<file path="config.mk">
export PLATFORM = sky130hd
export DESIGN_NAME = mtimer_flat
export DESIGN_NICKNAME = d
export VERILOG_FILES = /design/src/rtl/mtimer_if.sv /design/src/rtl/mtimer.sv /design/src/flat_wrapper.sv
export SDC_FILE = /design/constraint.sdc
export NUM_CORES = 1
export LEC_CHECK = 0
export CORE_MARGIN = 1.5
export CORE_UTILIZATION = 25
export CTS_CLUSTER_SIZE = 12
export DETAILED_ROUTE_END_ITERATION = 16
export GPL_TIMING_DRIVEN = 0
export PLACE_DENSITY = 0.39
export SETUP_SLACK_MARGIN = 0.2
export SLEW_MARGIN = 20
export SYNTH_ARGS = -nofsm -noshare
export SYNTH_HDL_FRONTEND = slang
export SYNTH_SLANG_ARGS = --single-unit
</file>
<file path="constraint.sdc">
create_clock -name clk -period 2.4 [get_ports clk]
set_input_delay 0.48 -clock clk [delete_from_list [all_inputs] [get_ports clk]]
set_output_delay 0.48 -clock clk [all_outputs]
set_load 0.05 [all_outputs]
</file>
<file path="src/rtl/mtimer_if.sv">
// Data-bus port of the machine timer.
// Master drives strobes and write data; the timer returns read data.
interface mtimer_if;
  logic        sel;
  logic [2:0]  addr;
  logic        write_en;
  logic        read_en;
  logic [31:0] wdata;
  logic [31:0] rdata;

  modport master (
    output sel, addr, write_en, read_en, wdata,
    input  rdata
  );

  modport slave (
    input  sel, addr, write_en, read_en, wdata,
    output rdata
  );
endinterface

</file>
<file path="src/rtl/mtimer.sv">
// Machine timer: 64-bit mtime/mtimecmp with prescaler.
// Drives the level-sensitive timer interrupt sampled into MTIP.
module mtimer #(
  parameter int PRESCALE_W = 16
) (
  input  logic     clk,
  input  logic     reset,
  mtimer_if.slave  bus,
  output logic     intr_timer_o
);

  localparam logic [2:0] A_MLO = 3'd0;
  localparam logic [2:0] A_MHI = 3'd1;
  localparam logic [2:0] A_CLO = 3'd2;
  localparam logic [2:0] A_CHI = 3'd3;
  localparam logic [2:0] A_CTL = 3'd4;
  localparam logic [2:0] A_PRE = 3'd5;

  logic [63:0]           mtime_q, mtime_d;
  logic [63:0]           cmp_q, cmp_d;
  logic                  en_q, en_d;
  logic [PRESCALE_W-1:0] pre_q, pre_d;
  logic [PRESCALE_W-1:0] pcnt_q, pcnt_d;
  logic [31:0]           shadow_q, shadow_d;
  logic                  intr_q, intr_d;

  logic wr, rd, tick;

  assign wr   = bus.sel & bus.write_en;
  assign rd   = bus.sel & bus.read_en;
  assign tick = en_q && (pcnt_q == pre_q);

  always_comb begin
    bus.rdata = '0;
    if (rd) begin
      unique case (bus.addr)
        A_MLO:   bus.rdata = mtime_q[31:0];
        A_MHI:   bus.rdata = shadow_q;
        A_CLO:   bus.rdata = cmp_q[31:0];
        A_CHI:   bus.rdata = cmp_q[63:32];
        A_CTL:   bus.rdata = {31'd0, en_q};
        A_PRE:   bus.rdata = 32'(pre_q);
        default: bus.rdata = '0;
      endcase
    end
  end

  always_comb begin
    mtime_d  = mtime_q;
    cmp_d    = cmp_q;
    en_d     = en_q;
    pre_d    = pre_q;
    pcnt_d   = pcnt_q;
    shadow_d = shadow_q;
    intr_d   = (mtime_q >= cmp_q);

    if (en_q) begin
      pcnt_d = tick ? '0 : pcnt_q + 1'b1;
      if (tick) mtime_d = mtime_q + 64'd1;
    end

    if (rd && bus.addr == A_MLO) shadow_d = mtime_q[63:32];

    // A bus write to mtime overrides any tick this cycle.
    if (wr) begin
      unique case (bus.addr)
        A_MLO: mtime_d = {mtime_q[63:32], bus.wdata};
        A_MHI: mtime_d = {bus.wdata, mtime_q[31:0]};
        A_CLO: cmp_d   = {cmp_q[63:32], bus.wdata};
        A_CHI: cmp_d   = {bus.wdata, cmp_q[31:0]};
        A_CTL: begin
          en_d = bus.wdata[0];
          if (!bus.wdata[0]) pcnt_d = '0;
        end
        A_PRE: begin
          pre_d  = bus.wdata[PRESCALE_W-1:0];
          pcnt_d = '0;
        end
        default: ;
      endcase
    end
  end

  always_ff @(posedge clk) begin
    if (!reset) begin
      mtime_q  <= '0;
      cmp_q    <= '1;
      en_q     <= 1'b0;
      pre_q    <= '0;
      pcnt_q   <= '0;
      shadow_q <= '0;
      intr_q   <= 1'b0;
    end else begin
      mtime_q  <= mtime_d;
      cmp_q    <= cmp_d;
      en_q     <= en_d;
      pre_q    <= pre_d;
      pcnt_q   <= pcnt_d;
      shadow_q <= shadow_d;
      intr_q   <= intr_d;
    end
  end

  assign intr_timer_o = intr_q;

endmodule

</file>
<file path="src/flat_wrapper.sv">
// flat-port wrapper written by rule: the top's interface ports become plain ports
module mtimer_flat 
#(
  parameter int PRESCALE_W = 16
)
  (clk, reset, intr_timer_o, bus_sel, bus_addr, bus_write_en, bus_read_en, bus_wdata, bus_rdata);
  mtimer_if bus_i ();
  input  logic clk;
  input  logic reset;
  output logic intr_timer_o;
  input wire logic [$bits(bus_i.sel)-1:0] bus_sel;
  input wire logic [$bits(bus_i.addr)-1:0] bus_addr;
  input wire logic [$bits(bus_i.write_en)-1:0] bus_write_en;
  input wire logic [$bits(bus_i.read_en)-1:0] bus_read_en;
  input wire logic [$bits(bus_i.wdata)-1:0] bus_wdata;
  output wire logic [$bits(bus_i.rdata)-1:0] bus_rdata;
  assign bus_i.sel = bus_sel;
  assign bus_i.addr = bus_addr;
  assign bus_i.write_en = bus_write_en;
  assign bus_i.read_en = bus_read_en;
  assign bus_i.wdata = bus_wdata;
  assign bus_rdata = bus_i.rdata;
  mtimer #(.PRESCALE_W(PRESCALE_W)) u_core (.clk(clk), .reset(reset), .bus(bus_i), .intr_timer_o(intr_timer_o));
endmodule
</file>
==> flow_summary_export.csv, run 1 <==
group,metric,value,unit
run_status,status,"finished, final reports clean",
placed_design,dp_hpwl,43400,um
sta,rsz0062_at_grt,"true",
critical_path,r2r_cells,9,
route,dr_total_vias,12900,
critical_path,required,2.73,ns
placed_design,place_area,0.0136,mm2
route,drt-total-wl,61300,um
job,max_cap_viol_count,0,
route,drt_iter0_markers,1273,
clock_network,cts_tree,"yes",
global_routing,grtUsageTotal,25.5,%
synthesis,synth_cells,1497,
cells_and_area,nets,1790,
worst_hold_path,min_from,"bus_addr[1]",
sta,period_minus_slack,2.29,ns
clock_network,postCtsHoldBufs,0,
die,die_h,219,um
sta,hold_viol,0,
placed_design,dp.cells,2167,
critical_path,critPathKind,"input pin to register",
global_routing,grt_pass1_wl,87300,um
synthesis,synth_edf_count,0,
clock_network,path_clk_slew,0.08,ns
cells_and_area,layout_commonest_cell,"nand2_1",
sta,tightestPinTransition,0.997,ns
cells_and_area,layout_common_cells,"nand2_1, dfxtp_1, a21oi_1",
sta,finalCritPeriodShare,95.3,%
synthesis,ys_warn_count,0,
sta,slew_viol_final,0,
global_routing,grt.overflow.total,0,
synthesis,ys_seq_area_share,33.3,%
placed_design,port_buffers,70,
synthesis,synthArstFlopShare,0,%
cells_and_area,n_antenna_cell,0,
clock_network,clock_latency,0.50,ns
route,drcViolationCount,0,
die,core_area,0.0457,mm2
sta,finalClockSkew,0.0117,ns
critical_path,r2r_end,"u_core.mtime_q[37]$_SDFFE_PN0P_",
die,die_x,219,um
critical_path,critPathMaxFanout,10,
route,viasPerCell,5.62,
route,dr.pass1.iters,5,
power,power.density,453,mW/mm2
synthesis,syn-num-nets,1603,
sta,slew_headroom,33.5,%
synthesis,ys_types,79,
worst_hold_path,whs_path_depth,4,
placed_design,place.gp.congestion,0.895,
synthesis,synth_area,0.0117,mm2
cells_and_area,final_area,0.0165,mm2
die,io_pins,73,
cells_and_area,fin_cells,2296,
clock_network,cts_sinks,194,
worst_hold_path,min_to,"u_core.pre_q[4]$_SDFFE_PN0P_",
clock_network,root_buffer,"clkbuf_16",
worst_hold_path,min_path_type,"input pin to register",
synthesis,yosys_register_bits,194,
critical_path,r2r_start,"u_core.pre_q[3]$_SDFFE_PN0P_",
critical_path,cp-end-kind,"register",
route,drtAntennaViolNets,0,
critical_path,reg2reg_slack,0.12,ns
cells_and_area,area_growth,41.7,%
route,post_drt_wl_per_cell,26.7,um
clock_network,htree_num_levels,4,
clock_network,clock_tree.buffer_depth,2,
clock_network,cts_buffers,17,
cells_and_area,fill_cells,4774,
global_routing,grt_max_degree,17,
global_routing,antenna_found_initial,0,
sta,fmax,0.437,GHz
power,vdd_drop_max,497,uV
synthesis,ys.flop_type,"dfxtp_1",
die,rows,78,
global_routing,grt_pass1_vias,12600,
critical_path,worstPathArrival,2.62,ns
die,die-area,0.0480,mm2
critical_path,cp-start-kind,"input pin",
cells_and_area,drive_above_1_share,28.3,%
die,initial_core_util,25.6,%
sta,setup_violations,0,
synthesis,synth.avg_cell_area,7.80,um2
power,fin_total_pwr,7.50,mW
power,p_leak,6.52,nW
[timing repair]
action,CTS,global route
pin swaps,65,44
setup endpoints to repair,226,153
resized for setup,525,127
cloned,4,3
setup buffers,77,14
[critical path, stage by stage]
cell	delay [ns]
clkdlybuf4s50_1	0.55
inv_1	0.27
clkbuf_2	0.38
clkbuf_1	0.79
a31oi_1	0.13
[registers in the layout, summed over array words and instances (netlist names)]
register / cells
u_core.cmp_q: 64
u_core.intr_timer_o: 1
u_core.pcnt_q: 16
u_core.mtime_q: 64
u_core.en_q: 1
u_core.shadow_q: 32
u_core.pre_q: 16
[metal layers]
metal | share of wire (%) | wire [um] | GRT usage, % | up-vias
met5 | 0 | 0 | 0 | -
met4 | 4.5 | 2750 | 12.4 | 0
met3 | 5.4 | 3290 | 3.49 | 122
met2 | 46 | 28100 | 41.3 | 477
met1 | 44 | 27100 | 33.3 | 6419
li1 | - | - | - | 5893
[kinds of logic (layout without fill, tap and decap cells)]
logic type               count (synthesis)  after routing  share of synthesized area [%]
AO/OA/AOI/OAI                          426            426                           24.6
multiplexers                            23             23                           2.70
AND/OR/NAND/NOR                        566            566                           23.7
buffers and inverters                  190            389                           6.31
flip-flops                             194            194                           33.3
adder cells (fa/ha/maj)                 66             66                           7.08
XOR/XNOR                                32             32                           2.40
[cell type report]
type                    count  area (um2)  share of cell area, %
well taps                 600         751                   4.54
repair buffers            168        1700                   10.3
plain buffers             113         967                   5.85
clock inverters             8        77.6                  0.469
clock buffers              23         488                   2.95
multi-input cells        1113        8270                   50.0
flip-flops and latches    194        3980                   24.1
inverters                  77         308                   1.86
[report_power, final]
| part | switching [mW] | total [mW] | internal [mW] |
|---|---|---|---|
| Combinational | 0.719 | 1.17 | 0.452 |
| Clock | 1.46 | 3.00 | 1.53 |
| Sequential | 0.0727 | 3.33 | 3.25 |
[synth_stat cells (30+ instances only)]
| cell | number | area, um2 |
|---|---|---|
| nand2_1 | 252 | 946 |
| ha_1 | 66 | 826 |
| and3_1 | 30 | 188 |
| o211ai_1 | 76 | 571 |
| a21oi_1 | 121 | 606 |
| inv_1 | 76 | 285 |
| nor2_1 | 71 | 267 |
| o21ai_0 | 43 | 215 |
| a22oi_1 | 66 | 495 |
| nand3_1 | 63 | 315 |
| clkbuf_1 | 86 | 323 |
| nor3_1 | 36 | 180 |
| dfxtp_1 | 194 | 3880 |
[worst max path at each step]
stage / endpoint / start / slack, ns / depth (start not counted)
global placement: u_core.mtime_q[9]$_SDFFE_PN0P_ / bus_addr[0] / -1.66 / 8
finish: u_core.mtime_q[9]$_SDFFE_PN0P_ / reset / 0.11 / 5
detailed placement: u_core.mtime_q[9]$_SDFFE_PN0P_ / bus_addr[0] / -1.63 / 8
floorplan: bus_rdata[21] / bus_addr[2] / 0.20 / 7
global route: u_core.mtime_q[56]$_SDFFE_PN0P_ / u_core.pre_q[3]$_SDFFE_PN0P_ / 0.07 / 9
CTS: bus_rdata[15] / u_core.mtime_q[15]$_SDFFE_PN0P_ / 0.1 / 4
[per-stage QoR]
stage,utilization [%],setup WS (ns),TNS [ns],hold WS [ns]
after floorplan,-,0.198,0,0.433
after global placement,29.7,-1.66,-250.33,0.444
after detailed placement,29.7,-1.63,-248.97,0.447
after CTS,35.1,0.0984,0,0.456
after global routing,36.2,0.0714,0,0.416
final,36.2,0.112,0,0.392
Note: power is estimated with default switching activity, not from simulation.
==> run 2: changes to the inputs <==
--- a/config.mk
+++ b/config.mk
@@ -10,6 +10,7 @@
 export CTS_CLUSTER_SIZE = 12
 export DETAILED_ROUTE_END_ITERATION = 16
 export GPL_TIMING_DRIVEN = 0
+export MAX_ROUTING_LAYER = met4
 export PLACE_DENSITY = 0.39
 export SETUP_SLACK_MARGIN = 0.2
 export SLEW_MARGIN = 20
==> run 2 against run 1 <==
Register-to-register slack better by 0.02 ns. Clock skew about the same. Global-route usage grew 0.77 points. Wire length about the same. Fmax grew 0.66%. Non-clock buffer count stayed put. Clock power hardly changed. Highest routed layer unchanged.
==> flow_summary_export.csv, run 2 (synthesized netlist as in run 1, its figures left out) <==
group,metric,value,unit
run_status,status,"finished, final reports clean",
clock_network,clock_latency,0.51,ns
critical_path,cp-end-kind,"register",
critical_path,reg2reg_slack,0.14,ns
clock_network,root_buffer,"clkbuf_16",
cells_and_area,final_area,0.0165,mm2
worst_hold_path,min_to,"u_core.pre_q[4]$_SDFFE_PN0P_",
global_routing,grt_max_degree,17,
die,die-area,0.0480,mm2
critical_path,worstPathArrival,2.61,ns
route,viasPerCell,5.61,
global_routing,grt_pass1_vias,12600,
critical_path,cp-start-kind,"input pin",
critical_path,crit_start,"reset",
sta,fmax,0.440,GHz
sta,period_minus_slack,2.27,ns
power,vdd_drop_max,505,uV
worst_hold_path,min_path_type,"input pin to register",
route,drtAntennaViolNets,0,
critical_path,r2r_cells,9,
clock_network,cts_tree,"yes",
die,die_h,219,um
critical_path,critPathKind,"input pin to register",
global_routing,grt_pass1_wl,87400,um
die,io_pins,73,
die,rows,78,
placed_design,place.gp.congestion,0.910,
global_routing,antenna_found_initial,0,
cells_and_area,reg_top3,"u_core.cmp_q: 64 flops, u_core.mtime_q: 64 flops, u_core.shadow_q: 32 flops",
power,power.density,453,mW/mm2
route,post_drt_wl_per_cell,26.7,um
worst_hold_path,min_from,"bus_addr[1]",
sta,timing.hold.ws,0.392,ns
die,initial_core_util,25.6,%
clock_network,htree_num_levels,4,
cells_and_area,postLayoutCoreUtil,36.2,%
sta,tightestPinTransition,0.990,ns
die,die_x,219,um
cells_and_area,layout_commonest_cell,"nand2_1",
cells_and_area,drive_above_1_share,28.2,%
sta,setup_violations,0,
cells_and_area,nets,1790,
critical_path,required,2.73,ns
sta,slew_viol_final,0,
sta,rsz0062_at_grt,"true",
route,drcViolationCount,0,
cells_and_area,n_antenna_cell,0,
placed_design,place_area,0.0136,mm2
sta,hold_viol,0,
clock_network,cts_buffers,17,
cells_and_area,layout_common_cells,"nand2_1, dfxtp_1, a21oi_1",
route,drt_iter0_markers,1060,
sta,slew_headroom,34.0,%
route,drt-total-wl,61300,um
die,core_area,0.0457,mm2
placed_design,port_buffers,70,
sta,finalClockSkew,0.0116,ns
critical_path,r2r_start,"u_core.pre_q[3]$_SDFFE_PN0P_",
route,dr_total_vias,12900,
clock_network,cts_sinks,194,
global_routing,grtUsageTotal,26.3,%
route,dr.pass1.iters,6,
cells_and_area,area_growth,41.7,%
job,max_cap_viol_count,0,
clock_network,clock_tree.buffer_depth,2,
placed_design,dp_hpwl,43400,um
power,p_leak,6.52,nW
critical_path,r2r_end,"u_core.mtime_q[37]$_SDFFE_PN0P_",
worst_hold_path,whs_path_depth,4,
global_routing,grt.overflow.total,0,
critical_path,critPathMaxFanout,10,
clock_network,path_clk_slew,0.08,ns
sta,finalCritPeriodShare,94.7,%
[run 2: changes by cell type in the layout (fill, tap and decap cells not counted)]
| cell | change |
|---|---|
| clkbuf_8 | +1 |
| dfxtp_1 | +1 |
| dfxtp_2 | -1 |
| buf_8 | -1 |
[run 2: critical path, stage by stage]
cell and delay (ns):
clkdlybuf4s50_1 0.54, inv_1 0.27, clkbuf_2 0.40, clkbuf_1 0.77, a31oi_1 0.13
[run 2: area by class of cell]
| cell class | count | area [um2] |
|---|---|---|
| Fill cell | 4777 | 29100 |
| Timing Repair Buffer | 168 | 1700 |
| Buffer | 113 | 966 |
| Clock inverter | 8 | 77.6 |
| Tap cell | 600 | 751 |
| Inverter | 77 | 308 |
| Multi-Input combinational cell | 1113 | 8270 |
| Sequential cell | 194 | 3980 |
| Clock buffer | 23 | 488 |
[run 2: timing repair]
action / 4_1_cts / 5_1_grt
resized for setup: 525 / 125
buffers inserted: 77 / 14
cloned: 4 / 3
setup endpoints to repair: 226 / 154
hold buffers: 0 / 0
endpoints found under the hold margin: 0 / 0
pin swaps: 65 / 44
[run 2: worst max-delay path by stage]
stage | to | cells past startpoint
after floorplan | bus_rdata[21] | 7
after global placement | u_core.mtime_q[9]$_SDFFE_PN0P_ | 8
after detailed placement | u_core.mtime_q[9]$_SDFFE_PN0P_ | 8
after CTS | bus_rdata[15] | 4
after global routing | u_core.mtime_q[56]$_SDFFE_PN0P_ | 9
final | u_core.mtime_q[9]$_SDFFE_PN0P_ | 5
[run 2: routing by layer]
layer | track usage [%] | wire (um) | up-vias
li1 | - | - | 5884
met1 | 33.3 | 27000 | 6339
met2 | 41.2 | 27900 | 500
met3 | 3.56 | 3390 | 149
met4 | 12.7 | 2970 | 0
met5 | - | 0 | -
[run 2: power by group]
part           total (mW)  switching [mW]  internal (mW)
logic                1.17           0.718          0.452
clock network        3.00            1.46           1.53
registers            3.33          0.0731           3.25
[run 2: metrics by stage]
step | power, mW | cells | setup slack, ns | setup TNS, ns
6_report | 7.49 | 2296 | 0.127 | 0
5_1_grt | 7.72 | 2296 | 0.0715 | 0
4_1_cts | 7.49 | 2279 | 0.0984 | 0
3_5_place_dp | 4.28 | 2167 | -1.63 | -248.97
3_3_place_gp | 4.28 | 2167 | -1.66 | -250.33
2_1_floorplan | 3.85 | 1497 | 0.198 | 0
==> run 3: changes to the inputs <==
--- a/config.mk
+++ b/config.mk
@@ -12,6 +12,7 @@
 export GPL_TIMING_DRIVEN = 0
 export MAX_ROUTING_LAYER = met4
 export PLACE_DENSITY = 0.39
+export REMOVE_ABC_BUFFERS = 1
 export SETUP_SLACK_MARGIN = 0.2
 export SLEW_MARGIN = 20
 export SYNTH_ARGS = -nofsm -noshare
==> run 3 against run 2 <==
Setup slack got worse by 0.0045 ns. Largest power group unchanged. Flip-flop and latch count is the same. Largest cell class unchanged. Non-clock buffer count shrank 96.
==> flow_summary_export.csv, run 3 (synthesized netlist as in run 1, its figures left out) <==
group,metric,value,unit
die,die_x,219,um
sta,final.setup.tns,0,ns
sta,period_minus_slack,2.28,ns
placed_design,port_buffers,72,
cells_and_area,ff_latch_area,0.00402,mm2
global_routing,grt_pass1_vias,11800,
die,die_h,219,um
global_routing,grt_max_degree,43,
power,p_leak,6.18,nW
clock_network,root_buffer,"clkbuf_16",
die,initial_core_util,25.6,%
sta,slew_headroom,46.5,%
worst_hold_path,min_path_type,"input pin to register",
route,drt_iter0_markers,871,
cells_and_area,reg_top3,"u_core.cmp_q: 64 flops, u_core.mtime_q: 64 flops, u_core.shadow_q: 32 flops",
clock_network,clock_latency,0.47,ns
sta,finalCritPeriodShare,94.9,%
die,die-area,0.0480,mm2
critical_path,worstPathArrival,1.80,ns
cells_and_area,drive_above_1_share,26.0,%
route,met2_length,25300,um
global_routing,grt.overflow.total,0,
critical_path,cp-end-kind,"output pin",
global_routing,grtUsageTotal,22.5,%
placed_design,place.gp.congestion,0.810,
sta,setup_violations,0,
route,viasPerCell,5.47,
route,post_drt_wl_per_cell,24.1,um
global_routing,grt_pass1_wl,77700,um
route,dr.pass1.iters,6,
clock_network,cts_tree,"yes",
cells_and_area,fill_cells,4819,
global_routing,antenna_found_initial,2,
placed_design,place_ws,-2.81,ns
critical_path,critPathKind,"input pin to output pin",
clock_network,cts_buffers,17,
placed_design,place_area,0.0131,mm2
cells_and_area,postLayoutCoreUtil,34.5,%
cells_and_area,area_growth,34.8,%
critical_path,critPathMaxFanout,8,
route,drtAntennaViolNets,0,
route,met1Wirelength,24300,um
placed_design,dp_hpwl,33600,um
sta,slew_viol_final,0,
cells_and_area,multi_input_area,0.00797,mm2
sta,rsz0062_at_grt,"true",
cells_and_area,final_area,0.0157,mm2
power,vdd_drop_max,305,uV
cells_and_area,layout_common_cells,"nand2_1, dfxtp_1, a21oi_1",
clock_network,cts_sinks,194,
critical_path,required,1.92,ns
route,routed-wl-met3,2310,um
job,max_cap_viol_count,0,
sta,timing.hold.ws,0.389,ns
route,top_layer,"met4",
die,rows,78,
die,io_pins,73,
critical_path,cp-start-kind,"input pin",
sta,hold_viol,0,
route,drt-total-wl,53300,um
cells_and_area,nets,1703,
sta,fin_ws,0.123,ns
clock_network,path_clk_slew,0.07,ns
clock_network,htree_num_levels,4,
die,core_area,0.0457,mm2
run_status,status,"finished, final reports clean",
route,drcViolationCount,0,
clock_network,clock_tree.buffer_depth,2,
route,dr_total_vias,12100,
sta,finalClockSkew,0.0150,ns
sta,fmax,0.439,GHz
sta,tightestPinTransition,0.802,ns
power,power.density,474,mW/mm2
cells_and_area,layout_commonest_cell,"nand2_1",
clock_network,postCtsHoldBufs,0,
run 3: area by class of cell:
type / count / share of cell area, %
clock inverter: 14 / 1.15
sequential: 194 / 25.6
multi-input combinational: 1122 / 50.7
inverter: 77 / 1.96
timing repair buffer: 185 / 13.1
clock buffer: 18 / 2.79
tap: 600 / 4.77
antenna: 2 / 0.0318
run 3: power breakdown:
group,internal [mW],switching (mW)
clock,1.69,1.47
sequential,3.24,0.0690
combinational,0.387,0.607
run 3: worst paths after layout:
check	from	end	slack, ns	depth (start not counted)
worst max-delay path	bus_addr[0]	bus_rdata[28]	0.12	8
worst max register to register	u_core.mtime_q[41]$_SDFFE_PN0P_	u_core.intr_timer_o$_SDFF_PN0_	0.17	7
worst min register to register	u_core.shadow_q[20]$_SDFFE_PN0P_	u_core.shadow_q[20]$_SDFFE_PN0P_	0.45	2
worst min-delay path	reset	u_core.cmp_q[29]$_SDFFE_PN1P_	0.39	2
run 3: per-layer routing:
metal / up-vias / global-route usage, %
met5: - / -
met4: 0 / 6.87
met3: 62 / 3.69
met2: 322 / 36.0
met1: 5967 / 29.1
li1: 5742 / -
run 3: per-stage QoR:
stage | cells | power (mW)
final | 2212 | 7.47
after global routing | 2212 | 7.74
after CTS | 2179 | 7.46
after detailed placement | 2071 | 4.16
after global placement | 2056 | 4.12
after floorplan | 1384 | 3.73
run 3: what timing repair did:
item	in CTS	in global routing
endpoints found under the setup margin	225	84
gates resized for setup	397	102
cloned	10	5
setup buffers	66	26
pin swaps	46	51
run 3: critical path, stage by stage:
cell and delay, ns:
buf_16 0.12, buf_8 0.12, nor2_4 0.13, and2_4 0.26, clkbuf_16 0.21, a22oi_1 0.09, a21oi_1 0.15, buf_4 0.22
==> RTL change 1 (config.mk and constraints of run 1) <==
`PRESCALE_W` is set to 16 in 2 places; all go to 20.
--- a/src/rtl/mtimer.sv
+++ b/src/rtl/mtimer.sv
@@ -2,5 +2,5 @@
 // Drives the level-sensitive timer interrupt sampled into MTIP.
 module mtimer #(
-  parameter int PRESCALE_W = 16
+  parameter int PRESCALE_W = 20
 ) (
   input  logic     clk,
--- a/src/flat_wrapper.sv
+++ b/src/flat_wrapper.sv
@@ -2,5 +2,5 @@
 module mtimer_flat 
 #(
-  parameter int PRESCALE_W = 16
+  parameter int PRESCALE_W = 20
 )
   (clk, reset, intr_timer_o, bus_sel, bus_addr, bus_write_en, bus_read_en, bus_wdata, bus_rdata);
Behaviour: not the same (a bounded check fails within 4 cycles, from zero or initial values and one cycle with reset low).
==> RTL change 1 against run 1 <==
The flow now finishes with violations (negative setup slack). Worst setup slack got worse by 0.38 ns. Sequential cell count rose by 8. Synthesized cell count rose by 6.7%. Clock skew rose by 0.017 ns. Routed wire length rose by 15%. Critical endpoint is now u_core.mtime_q[36]. Power rose by 19%. Highest routed layer unchanged. Synthesized area rose by 4.5%. Design area rose by 11%.
==> RTL change 1: results (changes against run 1) <==
The synthesized net count is 1704 (+6.3%), and the routed wire length on met3 is 5.37 mm (+63%). The length of routed wiring on met1 was 31.2 mm (+15%). The checks that failed: negative setup slack. Yosys attributes the largest share of cell area to sky130_fd_sc_hd__dfxtp_1 (33%), sky130_fd_sc_hd__nand2_1 (7.7%), sky130_fd_sc_hd__ha_1 (6.8%). The depth of the CTS H-tree is 1 (-3), and the setup total negative slack is -4.00 ns (-4.00 ns).

The clock group total power came out at 4.24 mW (+41%). The tools report the peak supply drop as 487 uV (-2.0%). The tools report the worst slack at placement as -2.15 ns (-0.511 ns). The commonest cells after synthesis are sky130_fd_sc_hd__nand2_1 (251), sky130_fd_sc_hd__dfxtp_1 (202), sky130_fd_sc_hd__a21oi_1 (124), sky130_fd_sc_hd__clkbuf_1 (109), sky130_fd_sc_hd__nor2_1 (109). The run gives 4906 (+2.8%) as the final-layout fill cell count. The cell at the slowest stage of the critical path is sky130_fd_sc_hd__or4_4. Relative slew slack: 29.5% (-4.0 points). The kind of path behind the tightest hold check was flip-flop to flip-flop. The flow ran to the end, but the final reports show violations.

The share of layout cells above drive strength 1 is 31.0% (+2.7 points), and the least setup slack across all paths after layout is -0.265 ns (-0.378 ns). The via count of the first global-routing pass was 13400 (+6.2%). The total number of vias is 14100 (+9.2%), and the register area share after synthesis is 33.2% (-0.12 points).

Per-instance average area after synthesis: 7.63 sq um (-2.1%). The clock-pin slew on the worst setup and hold paths was 0.06 ns (-0.02 ns). The number of buffers added by the clock tree synthesis step came out at 28 (+11). The final routed wire length divided by cell count came out at 28.8 um (+7.9%). The count of final setup violators was 43 (+43); the clock latency of the later-clocked register in the worst-skew pair was 0.59 ns (+0.09 ns). The largest net degree at the start of global routing was 14 (-3). The tools report the instance count after placement with tap cells included as 2285 (+5.4%). The top fanout value on the critical path was 4 (-6); the routed length on met2 was 31.4 mm (+12%). The delay of the slowest critical-path stage was 0.42 ns (-0.37 ns); the placer congestion estimate was 0.953 (+6.5%). The standby leakage power is 7.02 nW (+7.7%), and the cell area after placement is 0.0143 sq mm (+5.2%). The logs give 27.4% (+1.9 points) for the total routing resource utilization after global routing and 13.9% (-1.7 points) for the part of the power in combinational logic. The fraction of power spent switching nets is 28.9% (-1.2 points), and the total power of the final layout is 8.94 mW (+19%). The quantity of I/O buffers inserted on ports was 69 (-1.4%); the number of nets in the finished design was 1928 (+7.7%).

The largest clock skew in the final design is 0.0289 ns (+0.0172 ns).
RTL change 1: changes by cell type in the layout (fill, tap and decap cells not counted), sizes merged, moves of 10 or more:
cell	before	now
nor2	74	109
nand4	25	51
o21ai	43	33
clkbuf	102	154
xor2	26	11
buf	165	175
xnor2	6	28
a22oi	66	54
RTL change 1: worst paths after layout:
path                      startpoint                 end  slack [ns]  cells after the start
setup / recovery  u_core.mtime_q[21]  u_core.mtime_q[36]       -0.27                     10
hold / removal    u_core.shadow_q[7]  u_core.shadow_q[7]        0.46                      2
setup reg to reg  u_core.mtime_q[21]  u_core.mtime_q[36]       -0.27                     10
hold reg to reg   u_core.shadow_q[7]  u_core.shadow_q[7]        0.46                      2
RTL change 1: layout make-up:
class | instances | area, sq um | share of cell area (%)
multi-input combinational | 1198 | 9040 | 49.3
inverter | 71 | 269 | 1.47
clock buffer | 43 | 848 | 4.63
sequential | 202 | 4200 | 22.9
timing repair buffer | 194 | 2050 | 11.2
tap | 615 | 769 | 4.20
buffer | 127 | 1090 | 5.96
clock inverter | 4 | 47.5 | 0.260
RTL change 1: logic make-up after synthesis:
kind of cell               synth area share (%)
and+or+nand+nor                            25.4
AOI/OAI and AO/OA                          23.5
DFF                                        33.2
buffers and inverters                      6.31
adders and majority gates                  6.77
xor gates and xnor gates                   2.80
muxes                                      2.07
RTL change 1: repair_timing:
item	CTS	global route
cloned	9	4
endpoints found under the setup margin	232	188
resized for setup	599	147
setup buffers	72	37
pin swaps	82	80
RTL change 1: worst max-delay path, delay by kind of cell (launching register included):
kind,cells,cell delay (ns)
compound gates,1,0.13
simple gates,5,1.54
flops,1,0.33
buf+inv,4,0.55
RTL change 1: metal layers:
metal  up-vias  GRT usage [%]
met4         0           9.55
li1       6336              -
met3       135           3.87
met1      6987           38.1
met2       638           43.2
met5         -              0
==> RTL change 2 (settings of run 1) <==
Without the edit above. The output `intr_timer_o` loses its register stage (`intr_q` becomes a continuous assignment).
--- a/src/rtl/mtimer.sv
+++ b/src/rtl/mtimer.sv
@@ -90,5 +90,4 @@
       pcnt_q   <= '0;
       shadow_q <= '0;
-      intr_q   <= 1'b0;
     end else begin
       mtime_q  <= mtime_d;
@@ -98,7 +97,8 @@
       pcnt_q   <= pcnt_d;
       shadow_q <= shadow_d;
-      intr_q   <= intr_d;
     end
   end
+
+  assign intr_q = intr_d;
 
   assign intr_timer_o = intr_q;
Function: changed (a bounded check fails within 4 cycles, from zero or initial values and one cycle with reset low).
==> RTL change 2 against run 1 <==
The flow now finishes with violations (negative setup slack). Sequential cell count decreased by 1. Design area increased by 4.3%. Worst hold slack improved by 0.040 ns. Power increased by 3.0%. Final cell count increased by 1.1%. Via count increased by 2.3%. Combinational power about the same. Routed wire length increased by 4.2%. Worst setup slack got worse by 1.0 ns. Synthesized area about the same. Sequential power decreased by 1%. Die area about the same.
==> RTL change 2: results (changes against run 1) <==
The flow ran to the end, but the final reports show violations. The final reports fail on negative setup slack. The logs give 4645 (-2.7%) for the final-layout fill cell count and -0.903 ns (-0.903 ns) for the setup total negative slack. Synthesized netlist cell count: 1496 (-0.067%).

The placer congestion estimate is 0.930 (+4.0%). The tools report the capture point of the worst reg-to-reg path as u_core.mtime_q[46]. The logs give 74 (-6.3%) for the distinct cell type count after synthesis and 27.9 mm (-0.70%) for the routed length on met2. The XOR/XNOR share of the synthesized area was 2.40% (about the same). The capture point of the critical path is intr_timer_o. The run gives 1719 (+35%) as the number of DRC markers after the initial detailed-route iteration. The launching point of the worst reg2reg path was u_core.mtime_q[35]. The tools report the number of instances resized during post-cts repair as 576 (+9.7%). The kind of cell with the highest combined delay along the critical path is compound AO/OA/AOI/OAI gates. The largest individual stage delay along the critical path comes from the cell sky130_fd_sc_hd__dfxtp_4. The minimum hold slack is 0.432 ns (+0.0397 ns).

The least setup slack across all paths after layout is -0.903 ns (-1.02 ns). The multiplexer area fraction after synthesis was 2.43% (-0.27 points). The register-to-register path setup slack was 0.04 ns (-0.08 ns); the via count of the first global-routing pass was 12200 (-2.9%). The global-route met3 utilization is 5.14% (+1.6 points). The routed wire length on met3 is 4.67 mm (+42%), and the total setup buffers inserted after CTS is 56 (-27%).

The tools report the start point of the critical path as u_core.mtime_q[0]. The run gives -2.33 ns (-0.698 ns) as the worst slack at placement. The final routed wire length divided by cell count came out at 27.5 um (+3.0%). The tools report the half-perimeter wire length after placement as 45.2 mm (+4.1%). For the total routing resource utilization after global routing, the log shows 26.4% (+0.89 points). Global routing met1 resource utilization: 37.4% (+4.1 points). The cell area after placement was 0.0137 sq mm (+1.2%); the peak supply drop was 363 uV (-27%). For the largest clock skew in the final design, the log shows 0.0194 ns (+0.00768 ns).

The top fanout value on the critical path was 5 (-5). In the post-synthesis netlist, the biggest area contributors are sky130_fd_sc_hd__dfxtp_1 (33%), sky130_fd_sc_hd__nand2_1 (7.9%), sky130_fd_sc_hd__ha_1 (7.1%). For the standby leakage power, the log shows 6.64 nW (+1.8%). By count the netlist is led by sky130_fd_sc_hd__nand2_1 (245), sky130_fd_sc_hd__dfxtp_1 (193), sky130_fd_sc_hd__a21oi_1 (129), sky130_fd_sc_hd__clkbuf_1 (79), sky130_fd_sc_hd__o211ai_1 (76).

The met2 track demand over resource came out at 40.0% (-1.3 points). The run gives 63.8 mm (+4.2%) as the total wirelength of the detailed-routed design. The count of final setup violators was 1 (+1). Share of layout cells above drive strength 1: 33.8% (+5.5 points). The global-route wire length before repair came out at 89.4 mm (+2.4%).
-- RTL change 2: final cells by class --
type	instances	area [sq um]	area share, %
inverter	76	314	1.82
buffer	111	1070	6.21
sequential	193	4010	23.2
multi-input combinational	1115	8460	49.0
clock buffer	24	502	2.91
tap	600	751	4.35
clock inverter	7	124	0.718
timing repair buffer	195	2030	11.7
-- RTL change 2: worst min-delay path by stage --
stage,cells past startpoint,to
6_report,5,u_core.pre_q[1]
3_5_place_dp,2,u_core.shadow_q[11]
3_3_place_gp,2,u_core.shadow_q[22]
4_1_cts,4,u_core.pre_q[15]
5_1_grt,5,u_core.pre_q[1]
2_1_floorplan,2,u_core.shadow_q[12]
-- RTL change 2: where the power goes --
part / leakage, nW / internal, mW / switching [mW]
Combinational: 4.74 / 0.459 / 0.711
Clock: 0.303 / 1.78 / 1.47
Sequential: 1.60 / 3.23 / 0.0650
